<file path="src/rtl/usb_nrzi_line_engine.sv">
// USB FS/LS line engine: SYNC/NRZI/bit-stuff/EOP serialiser toward the pad and a
// clock-recovering receiver with SYNC detect, NRZI decode, destuffing and EOP/error detect.
module usb_nrzi_line_engine #(
  parameter int unsigned CLK_PER_BIT  = 4,
  parameter int unsigned SYNC_BITS    = 8,
  parameter int unsigned STUFF_LIMIT  = 6,
  parameter int unsigned EOP_SE0_BITS = 2
) (
  input  logic       clock,
  input  logic       reset,
  input  logic       speed_low,
  input  logic       tx_start,
  input  logic       tx_bit,
  input  logic       tx_bit_val,
  input  logic       tx_bit_last,
  output logic       tx_ready,
  output logic       tx_busy,
  output logic       tx_underrun,
  output logic [1:0] usb_out,
  output logic       usb_oe,
  input  logic [1:0] usb_in,
  output logic       rx_bit,
  output logic       rx_bit_val,
  output logic       rx_active,
  output logic       rx_eop,
  output logic       rx_stuff_err
);

  localparam int unsigned CW = $clog2(CLK_PER_BIT);
  localparam int unsigned SW = $clog2(SYNC_BITS);
  localparam int unsigned OW = $clog2(STUFF_LIMIT + 1);
  localparam int unsigned EW = (EOP_SE0_BITS > 1) ? $clog2(EOP_SE0_BITS) : 1;

  localparam logic [CW-1:0] CntLast   = CW'(CLK_PER_BIT - 1);
  localparam logic [CW-1:0] CntSample = CW'(CLK_PER_BIT / 2 - 1);
  localparam logic [SW-1:0] SyncLast  = SW'(SYNC_BITS - 1);
  localparam logic [SW-1:0] SyncPen   = SW'(SYNC_BITS - 2);
  localparam logic [OW-1:0] OnesLimit = OW'(STUFF_LIMIT);
  localparam logic [EW-1:0] EopLast   = EW'(EOP_SE0_BITS - 1);

  localparam logic [2:0] TxIdle = 3'd0;
  localparam logic [2:0] TxSync = 3'd1;
  localparam logic [2:0] TxData = 3'd2;
  localparam logic [2:0] TxEop  = 3'd3;
  localparam logic [2:0] TxJ    = 3'd4;

  localparam logic [1:0] RxIdle = 2'd0;
  localparam logic [1:0] RxSync = 2'd1;
  localparam logic [1:0] RxData = 2'd2;
  localparam logic [1:0] RxWait = 2'd3;

  // ---------------------------------------------------------------- transmitter
  logic [2:0]    tx_state_q, tx_state_d;
  logic [CW-1:0] tx_cnt_q, tx_cnt_d;
  logic [SW-1:0] sync_cnt_q, sync_cnt_d;
  logic [OW-1:0] tx_ones_q, tx_ones_d;
  logic [EW-1:0] eop_cnt_q, eop_cnt_d;
  logic          line_k_q, line_k_d;
  logic          last_q, last_d;
  logic          tx_spd_q, tx_spd_d;
  logic          underrun_q, underrun_d;
  logic          tx_wrap, tx_data_phase, tx_stuff_due;
  logic [1:0]    tx_j, tx_k;

  assign tx_wrap       = (tx_cnt_q == CntLast);
  assign tx_stuff_due  = (tx_ones_q == OnesLimit);
  // The final SYNC bit's boundary behaves like a data boundary: next slot is payload or stuff.
  assign tx_data_phase = (tx_state_q == TxData) ||
                         ((tx_state_q == TxSync) && (sync_cnt_q == SyncLast));
  assign tx_ready      = tx_wrap && tx_data_phase && !tx_stuff_due && !last_q;
  assign tx_busy       = (tx_state_q != TxIdle);
  assign usb_oe        = tx_busy;
  assign tx_underrun   = underrun_q;
  assign tx_j          = tx_spd_q ? 2'b01 : 2'b10;
  assign tx_k          = ~tx_j;

  always_comb begin
    tx_state_d = tx_state_q;
    tx_cnt_d   = tx_cnt_q;
    sync_cnt_d = sync_cnt_q;
    tx_ones_d  = tx_ones_q;
    eop_cnt_d  = eop_cnt_q;
    line_k_d   = line_k_q;
    last_d     = last_q;
    tx_spd_d   = tx_spd_q;
    underrun_d = 1'b0;
    if (tx_state_q == TxIdle) begin
      tx_spd_d = speed_low;
      if (tx_start) begin
        tx_state_d = TxSync;
        tx_cnt_d   = '0;
        sync_cnt_d = '0;
        tx_ones_d  = '0;
        line_k_d   = 1'b1;
        last_d     = 1'b0;
      end
    end else begin
      tx_cnt_d = tx_wrap ? '0 : tx_cnt_q + CW'(1);
      if (tx_wrap) begin
        if (tx_data_phase) begin
          tx_state_d = TxData;
          if (tx_stuff_due) begin
            line_k_d  = ~line_k_q;
            tx_ones_d = '0;
          end else if (last_q) begin
            tx_state_d = TxEop;
            eop_cnt_d  = '0;
          end else if (tx_bit_val) begin
            last_d = tx_bit_last;
            if (tx_bit) begin
              tx_ones_d = tx_ones_q + OW'(1);
            end else begin
              line_k_d  = ~line_k_q;
              tx_ones_d = '0;
            end
          end else begin
            tx_state_d = TxEop;
            eop_cnt_d  = '0;
            underrun_d = 1'b1;
          end
        end else begin
          case (tx_state_q)
            TxSync: begin
              sync_cnt_d = sync_cnt_q + SW'(1);
              if (sync_cnt_q == SyncPen) begin
                tx_ones_d = OW'(1);
              end else begin
                line_k_d = ~line_k_q;
              end
            end
            TxEop: begin
              if (eop_cnt_q == EopLast) begin
                tx_state_d = TxJ;
              end else begin
                eop_cnt_d = eop_cnt_q + EW'(1);
              end
            end
            default: tx_state_d = TxIdle;
          endcase
        end
      end
    end
  end

  always_comb begin
    case (tx_state_q)
      TxSync, TxData: usb_out = line_k_q ? tx_k : tx_j;
      TxEop:          usb_out = 2'b00;
      default:        usb_out = tx_j;
    endcase
  end

  always_ff @(posedge clock) begin
    if (reset) begin
      tx_state_q <= TxIdle;
      tx_cnt_q   <= '0;
      sync_cnt_q <= '0;
      tx_ones_q  <= '0;
      eop_cnt_q  <= '0;
      line_k_q   <= 1'b0;
      last_q     <= 1'b0;
      tx_spd_q   <= 1'b0;
      underrun_q <= 1'b0;
    end else begin
      tx_state_q <= tx_state_d;
      tx_cnt_q   <= tx_cnt_d;
      sync_cnt_q <= sync_cnt_d;
      tx_ones_q  <= tx_ones_d;
      eop_cnt_q  <= eop_cnt_d;
      line_k_q   <= line_k_d;
      last_q     <= last_d;
      tx_spd_q   <= tx_spd_d;
      underrun_q <= underrun_d;
    end
  end

  // ---------------------------------------------------------------- receiver
  logic [1:0]    rx_state_q, rx_state_d;
  logic [CW-1:0] rx_cnt_q, rx_cnt_d;
  logic [1:0]    in_q;
  logic [1:0]    prev_q, prev_d;
  logic [OW-1:0] rx_ones_q, rx_ones_d;
  logic          rx_spd_q, rx_spd_d;
  logic          rx_bit_q, rx_bit_d;
  logic          rx_val_q, rx_val_d;
  logic          rx_eop_q, rx_eop_d;
  logic          rx_err_q, rx_err_d;
  logic          rx_sample, rx_same;
  logic [1:0]    rx_j, rx_k;

  assign rx_j         = rx_spd_q ? 2'b01 : 2'b10;
  assign rx_k         = ~rx_j;
  assign rx_sample    = (rx_cnt_q == CntSample);
  assign rx_same      = (usb_in == prev_q);
  assign rx_bit       = rx_bit_q;
  assign rx_bit_val   = rx_val_q;
  assign rx_active    = (rx_state_q == RxData);
  assign rx_eop       = rx_eop_q;
  assign rx_stuff_err = rx_err_q;

  // Every line edge realigns the bit timer so sampling stays centred under jitter.
  always_comb begin
    if (usb_in != in_q) begin
      rx_cnt_d = '0;
    end else begin
      rx_cnt_d = (rx_cnt_q == CntLast) ? '0 : rx_cnt_q + CW'(1);
    end
  end

  always_comb begin
    rx_state_d = rx_state_q;
    prev_d     = prev_q;
    rx_ones_d  = rx_ones_q;
    rx_spd_d   = rx_spd_q;
    rx_bit_d   = rx_bit_q;
    rx_val_d   = 1'b0;
    rx_eop_d   = 1'b0;
    rx_err_d   = 1'b0;
    if (usb_oe) begin
      rx_state_d = RxIdle;
      rx_ones_d  = '0;
    end else begin
      case (rx_state_q)
        RxIdle: begin
          rx_spd_d = speed_low;
          if ((in_q == rx_j) && (usb_in == rx_k)) begin
            rx_state_d = RxSync;
            prev_d     = rx_j;
          end
        end
        RxSync: begin
          if (rx_sample) begin
            prev_d = usb_in;
            if (usb_in == 2'b00) begin
              rx_state_d = RxIdle;
            end else if ((usb_in == rx_k) && (prev_q == rx_k)) begin
              rx_state_d = RxData;
              rx_ones_d  = '0;
            end
          end
        end
        RxData: begin
          if (rx_sample) begin
            prev_d = usb_in;
            if (usb_in == 2'b00) begin
              rx_eop_d   = 1'b1;
              rx_state_d = RxWait;
            end else if ((usb_in == 2'b11) || ((rx_ones_q == OnesLimit) && rx_same)) begin
              rx_err_d   = 1'b1;
              rx_state_d = RxWait;
            end else if (rx_ones_q == OnesLimit) begin
              rx_ones_d = '0;
            end else begin
              rx_val_d  = 1'b1;
              rx_bit_d  = rx_same;
              rx_ones_d = rx_same ? rx_ones_q + OW'(1) : '0;
            end
          end
        end
        default: begin
          if (rx_sample && (usb_in == rx_j)) begin
            rx_state_d = RxIdle;
          end
        end
      endcase
    end
  end

  always_ff @(posedge clock) begin
    if (reset) begin
      rx_state_q <= RxIdle;
      rx_cnt_q   <= '0;
      in_q       <= 2'b00;
      prev_q     <= 2'b00;
      rx_ones_q  <= '0;
      rx_spd_q   <= 1'b0;
      rx_bit_q   <= 1'b0;
      rx_val_q   <= 1'b0;
      rx_eop_q   <= 1'b0;
      rx_err_q   <= 1'b0;
    end else begin
      rx_state_q <= rx_state_d;
      rx_cnt_q   <= rx_cnt_d;
      in_q       <= usb_in;
      prev_q     <= prev_d;
      rx_ones_q  <= rx_ones_d;
      rx_spd_q   <= rx_spd_d;
      rx_bit_q   <= rx_bit_d;
      rx_val_q   <= rx_val_d;
      rx_eop_q   <= rx_eop_d;
      rx_err_q   <= rx_err_d;
    end
  end

endmodule
</file>
<file path="config.mk">
export PLATFORM = sky130hd
export DESIGN_NAME = usb_nrzi_line_engine
export DESIGN_NICKNAME = d
export VERILOG_FILES = /design/src/rtl/usb_nrzi_line_engine.sv
export SDC_FILE = /design/constraint.sdc
export NUM_CORES = 1
export LEC_CHECK = 0
export CAP_MARGIN = 30
export CORE_UTILIZATION = 59
export CTS_BUF_LIST = sky130_fd_sc_hd__clkbuf_8
export DETAILED_ROUTE_END_ITERATION = 6
export PLACE_DENSITY = 0.82
export REMOVE_ABC_BUFFERS = 1
export SLEW_MARGIN = 20
export SYNTH_ARGS = -nofsm -noshare
export SYNTH_HDL_FRONTEND = slang
export SYNTH_SLANG_ARGS = --single-unit
export TNS_END_PERCENT = 5
</file>
<file path="constraint.sdc">
create_clock -name clock -period 2.7 [get_ports clock]
set_clock_uncertainty 0.15 [all_clocks]
set_input_delay 0.54 -clock clock [delete_from_list [all_inputs] [get_ports clock]]
set_output_delay 0.54 -clock clock [all_outputs]
set_load 0.1 [all_outputs]
</file>
# Word-level counts from Yosys, hierarchy flattened
# Cells that the tools add are included.
[totals]
ff_bits = 32
in_bits = 9
output_inout_bits = 11
word_cells = 199
[classes]
addsub = 6
eq_ne = 40
muxes = 78
n_bitwise = 12
n_reduce_logical = 44
[ops]
columns = ["cell", "n"]
rows = [
  ["3-bit two-way mux", 27],
  ["2-bit two-way mux", 16],
  ["1-bit two-way mux", 30],
  ["6-bit AND reduction", 3],
  ["2-bit != test (second input constant)", 8],
  ["4-bit AND reduction", 4],
  ["7-bit AND reduction", 2],
  ["3-bit == test (second input constant)", 4],
  ["4-bit by 2-bit != test with 1-bit output (second input constant)", 3],
  ["3-bit case mux with 2 select lines", 2],
  ["2-bit nonzero test", 6],
  ["6-bit OR reduction", 2],
  ["2-bit == test", 5],
  ["1-bit inverter", 10],
  ["3-bit by 1-bit adder with 3-bit output (second input constant)", 3],
  ["3-bit != test (second input constant)", 3],
  ["3-bit nonzero test", 3],
  ["2-bit == test (second input constant)", 4],
  ["1-bit logical AND", 8],
  ["2-bit by 1-bit != test with 1-bit output (second input constant)", 4],
  ["2-bit case mux with 2 select lines", 2],
  ["3-bit by 2-bit == test with 1-bit output (second input constant)", 2],
  ["2-bit case mux with 3 select lines", 1],
  ["2-bit OR reduction", 3],
  ["other kinds (19)", 25],
]

# Logic depth before layout (Yosys ltp)
[depth]
depth_word = 8
ltp_mapped = 8
ltp_nobuf = 7

# Worst setup path before layout
# Ideal clock, no wire load.
[synth_path]
kind = "reg-to-output"
from = "register sync_cnt_q[0]"
to = "output port tx_ready"
arrival_time_ns = 3.931
t_required_ns = 2.010
setup_slack_ns = -1.921
stages_incl_launch_ff = 6
n_path_buf = 0
path_cell_list = "dfxtp_1 ha_1 ha_1 nand3b_1 and2_0 nor4_1"
[synth_via]
elab_chain_len = 6
[synth_lines]
columns = ["item", "line", "rtl"]
rows = [
  ["from (decl)", "55", "logic [SW-1:0] sync_cnt_q, sync_cnt_d;"],
  ["from (signal assigned)", "167", "sync_cnt_q <= sync_cnt_d;"],
  ["3-bit == test", "69", "((tx_state_q == TxSync) && (sync_cnt_q == SyncLast));"],
  ["1-bit logical AND", "69", ""],
  ["1-bit logical OR", "68", "assign tx_data_phase = (tx_state_q == TxData) ||"],
  ["1-bit logical AND (3 in series)", "70", "assign tx_ready = tx_wrap && tx_data_phase && !tx_stuff_due && !last_q;"],
  ["to (decl)", "16", "output logic tx_ready,"],
]
# No other way between the ends.

# Final worst setup path
[layout_path]
from = "register sync_cnt_q[1]"
to = "output port tx_ready"
# Same word-level chain as after synthesis.

==> results.md <==
| Parameter | This run | Unit |
|:---|:---|:---|
| Predominant post-synthesis flop cell | sky130_fd_sc_hd__dfxtp_1 | - |
| Worst path arrival time | 1920 | ps |
| Post-synthesis compound-gate area fraction | 0.1953 | - |
| Multiplexer share of the synthesized area | 0.03993 | - |
| Number of enable flip-flop cells after synthesis | 0 | - |
| Setup crit start kind | flip-flop | - |
| Ports placed on the boundary | 20 | - |
| Starting utilization of the core area | 0.6460 | - |
| Post-Synth XOR/XNOR Area | 0.02580 | - |
| Number of synthesized register bits | 32 | - |
| Sequential fraction of the synthesis area | 0.3145 | - |
| Busiest layer in global routing | met2 | - |
| Outcome | complete, no violations | - |
| P&R area growth vs syn | 18.92 | % |
| Maximum operating frequency | 382.8 | MHz |
| Clock-pin slew reported for the worst setup and hold paths after clock tree synthesis | 70 | ps |
| Crit Path Category | reg -> out | - |
| VDD IR-drop max | 504.5 | uV |
| Number of buffers inserted by port buffering | 19 | - |
| Met3 layer usage reported by global route | 0.06183 | - |
| Total count of max-transition violations in the final report | 0 | - |
| P per Cell Area | 567.3 | nW/um^2 |
| Number of different library cells in the post-synthesis netlist | 56 | - |
| Number of buffers on the longest clock path | 2 | - |
| DRT Pass-1 Iters | 5 | - |
| Total inserted antenna cells | 0 | - |
| Number of global-route vias before repair | 1628 | - |
| Combinational family with the most area after synthesis | simple AND/OR/NAND/NOR gates | - |
| Simple-gate area share of the yosys netlist | 0.2832 | - |
| Cell count of the worst hold path | 1 | - |
| Mean area per synthesized cell | 8.148 | um^2 |
| Total clock sinks | 32 | - |
| Dpl cells | 307 | - |
| Post-cts resize count | 1 | - |
| Core Region | 3153 | um^2 |
| 1st-iter DRT viols | 173 | - |
| HPWL Detailed | 3.335 | mm |
| Share of synthesized cell area in full adder, half adder and majority cells | 0.08600 | - |
| Total gr overflow | 0 | - |
| Final cell count without fillers | 315 | - |
| Share of post-route cells with drive strength above 1 | 0.1513 | - |
| Final Setup Violations | 0 | - |
| Post-CTS Hold Buffers | 0 | - |
| Total count of hold-check failures in the final report | 0 | - |
| Crit path cell chain | ha_1 -> ha_2 -> nand3b_1 -> and2_2 -> nor4_2 -> buf_4 -> buf_12 | - |
| Type of the most critical hold path | reg -> reg | - |
| Number of vias per cell after detailed routing | 6.117 | - |
| Largest net degree at the start of global routing | 20 | - |
| Clock network latency to the later pin of the worst-skew pair | 290 | ps |
| Period utilisation layout | 0.9676 | - |
| Post-layout nets | 293 | - |
| DR DRC count | 0 | - |
| Overall die area | 3691 | um^2 |
| WL final | 4.686 | mm |
| Initial antenna violation count | 0 | - |
| GP Congestion | 0.8593 | - |
| Depth of the worst register-to-register path | 7 | - |
| Root Buffer | sky130_fd_sc_hd__clkbuf_8 | - |
| Max Fanout on Critical Path | 6 | - |
| Synthesized instance count | 250 | - |
| GRT met1 Usage | 0.3724 | - |
| H-Tree Depth | 2 | - |
| LEAKAGE | 0.9125 | nW |
| Total setup buffers inserted after CTS | 0 | - |
| Total number of vias | 1927 | - |
| Critical Path Sink Type | output port | - |
| Cell with the largest stage delay on the worst path | sky130_fd_sc_hd__dfxtp_1 | - |
| Met2 global-route usage | 0.4333 | - |
| Max-cap violations | 0 | - |
| Std cell rows | 20 | - |
| Routed Antenna Nets | 0 | - |
| WL/cell | 14.88 | um |
| Width of the die | 60.76 | um |
| Async SR Flop Fraction | 0 | - |
| Count of warnings emitted by yosys | 0 | - |
| Clock buffer count from CTS | 5 | - |
| Final critical delay including setup and external delays | 2613 | ps |
| Summed instance area of the synthesized netlist | 2037 | um^2 |
| Worst path max stage delay | 350 | ps |
| First-pass GRT wire length | 7.458 | mm |
| Tightest slew margin relative to the limit | 0.5861 | - |
| Total power after layout | 1.374 | mW |
| Global-route total usage across every layer | 0.2741 | - |
| Worst-margin pin slew | 605.2 | ps |
| Worst endpoint required time | 2010 | ps |
| TritonCTS clock tree | done | - |
| Die Span Y | 60.76 | um |
-- path summary, 6_finish.rpt --
kind                 start            to  slack, ps
min            rx_cnt_q[0]   rx_cnt_q[0]        310
max reg2reg  rx_state_q[0]  rx_ones_q[2]        410
max          sync_cnt_q[1]      tx_ready         90
min reg2reg    rx_cnt_q[0]   rx_cnt_q[0]        310
-- cell type report --
| type | instances | area [um^2] |
|---|---|---|
| sequential | 32 | 641.9 |
| inverter | 11 | 41.29 |
| tap | 44 | 55.05 |
| multi-input combinational | 192 | 1294 |
| clock inverter | 2 | 15.01 |
| clock buffer | 6 | 82.58 |
| timing repair buffer | 28 | 292.8 |
| fill | 246 | 730.7 |
-- metrics by stage --
stage	hold WS, ps	utilization	TNS [ps]	area [um^2]	setup slack (ps)
after floorplan	271.5	-	-13800	1966	-1928
after global placement	291.2	0.7337	0	2313	126.0
after detailed placement	295.8	0.7337	0	2313	35.79
after CTS	311.7	0.7647	0	2411	12.00
after global routing	319.1	0.7683	-15.43	2422	-15.43
final	305.3	0.7683	0	2422	87.38
-- critical path, delay by kind of cell, from the launching register on --
family / cells / cell delay [ps]
buffers and inverters: 2 / 330
DFF: 1 / 350
and+or+nand+nor: 3 / 580
adders and majority gates: 2 / 380
-- layout by cell type, fill, tap and decap left out, drive strengths merged, types with 3 or more instances in the layout --
cell type / n
nor4: 3
nor2: 25
or4: 4
clkdlybuf4s50: 8
a211oi: 4
xnor2: 3
nor2b: 6
mux2i: 7
or2: 3
xor2: 3
nand3b: 4
clkbuf: 6
inv: 11
a21oi: 20
nand2: 21
and2: 3
ha: 14
nor3: 7
nand4: 5
or3: 3
nand2b: 5
dfxtp: 32
a311oi: 3
buf: 20
nand3: 5
o21ai: 9
o21a: 4
-- logic make-up after synthesis --
family	Yosys count
mux	8
simple gates	106
compound gates	58
buf+inv	26
xor+xnor	6
fa+ha+maj	14
flops	32
-- registers in the layout, summed over array words and instances (netlist names) --
name and cells:
eop_cnt_q 1, in_q 2, last_q 1, line_k_q 1
prev_q 2, rx_bit 1, rx_bit_val 1, rx_cnt_q 2
rx_eop 1, rx_ones_q 3, rx_spd_q 1, rx_state_q 2
rx_stuff_err 1, sync_cnt_q 3, tx_cnt_q 2, tx_ones_q 3
tx_spd_q 1, tx_state_q 3, tx_underrun 1
-- power breakdown --
part           leakage (nW)  switching, mW  internal [mW]
combinational         0.608          0.269          0.167
clock                0.0434          0.192          0.206
sequential            0.261         0.0411          0.498
total                 0.912          0.503          0.872
-- metal layers --
layer	part of all wire	up-vias
li1	-	940
met1	0.45	895
met2	0.46	82
met3	0.071	10
met4	0.018	0
met5	0	-
-- Yosys cell counts (2+ instances only) --
cell type | count | area share
sky130_fd_sc_hd__a211oi_1 | 4 | 0.015
sky130_fd_sc_hd__a21oi_1 | 19 | 0.047
sky130_fd_sc_hd__a22oi_1 | 2 | 0.0074
sky130_fd_sc_hd__a2bb2oi_1 | 2 | 0.0086
sky130_fd_sc_hd__a311oi_1 | 2 | 0.0086
sky130_fd_sc_hd__a31oi_1 | 2 | 0.0061
sky130_fd_sc_hd__a32oi_1 | 2 | 0.0086
sky130_fd_sc_hd__a41o_1 | 2 | 0.0098
sky130_fd_sc_hd__and2_1 | 2 | 0.0061
sky130_fd_sc_hd__and3b_1 | 2 | 0.0086
sky130_fd_sc_hd__buf_1 | 2 | 0.0037
sky130_fd_sc_hd__buf_2 | 3 | 0.0074
sky130_fd_sc_hd__clkbuf_1 | 8 | 0.015
sky130_fd_sc_hd__dfxtp_1 | 32 | 0.31
sky130_fd_sc_hd__ha_1 | 14 | 0.086
sky130_fd_sc_hd__inv_1 | 11 | 0.020
sky130_fd_sc_hd__mux2i_1 | 7 | 0.034
sky130_fd_sc_hd__nand2_1 | 21 | 0.039
sky130_fd_sc_hd__nand2b_1 | 5 | 0.015
sky130_fd_sc_hd__nand3_1 | 5 | 0.012
sky130_fd_sc_hd__nand3b_1 | 4 | 0.015
sky130_fd_sc_hd__nand4_1 | 5 | 0.015
sky130_fd_sc_hd__nor2_1 | 25 | 0.046
sky130_fd_sc_hd__nor2b_1 | 6 | 0.018
sky130_fd_sc_hd__nor3_1 | 7 | 0.017
sky130_fd_sc_hd__nor3b_1 | 2 | 0.0074
sky130_fd_sc_hd__nor4_1 | 3 | 0.0092
sky130_fd_sc_hd__nor4b_1 | 2 | 0.0086
sky130_fd_sc_hd__o21a_1 | 4 | 0.015
sky130_fd_sc_hd__o21ai_0 | 9 | 0.022
sky130_fd_sc_hd__or2_2 | 3 | 0.0092
sky130_fd_sc_hd__or3_1 | 2 | 0.0061
sky130_fd_sc_hd__or4_1 | 4 | 0.015
sky130_fd_sc_hd__xnor2_1 | 3 | 0.013
sky130_fd_sc_hd__xor2_1 | 3 | 0.013
(Power assumes the default switching activity.)
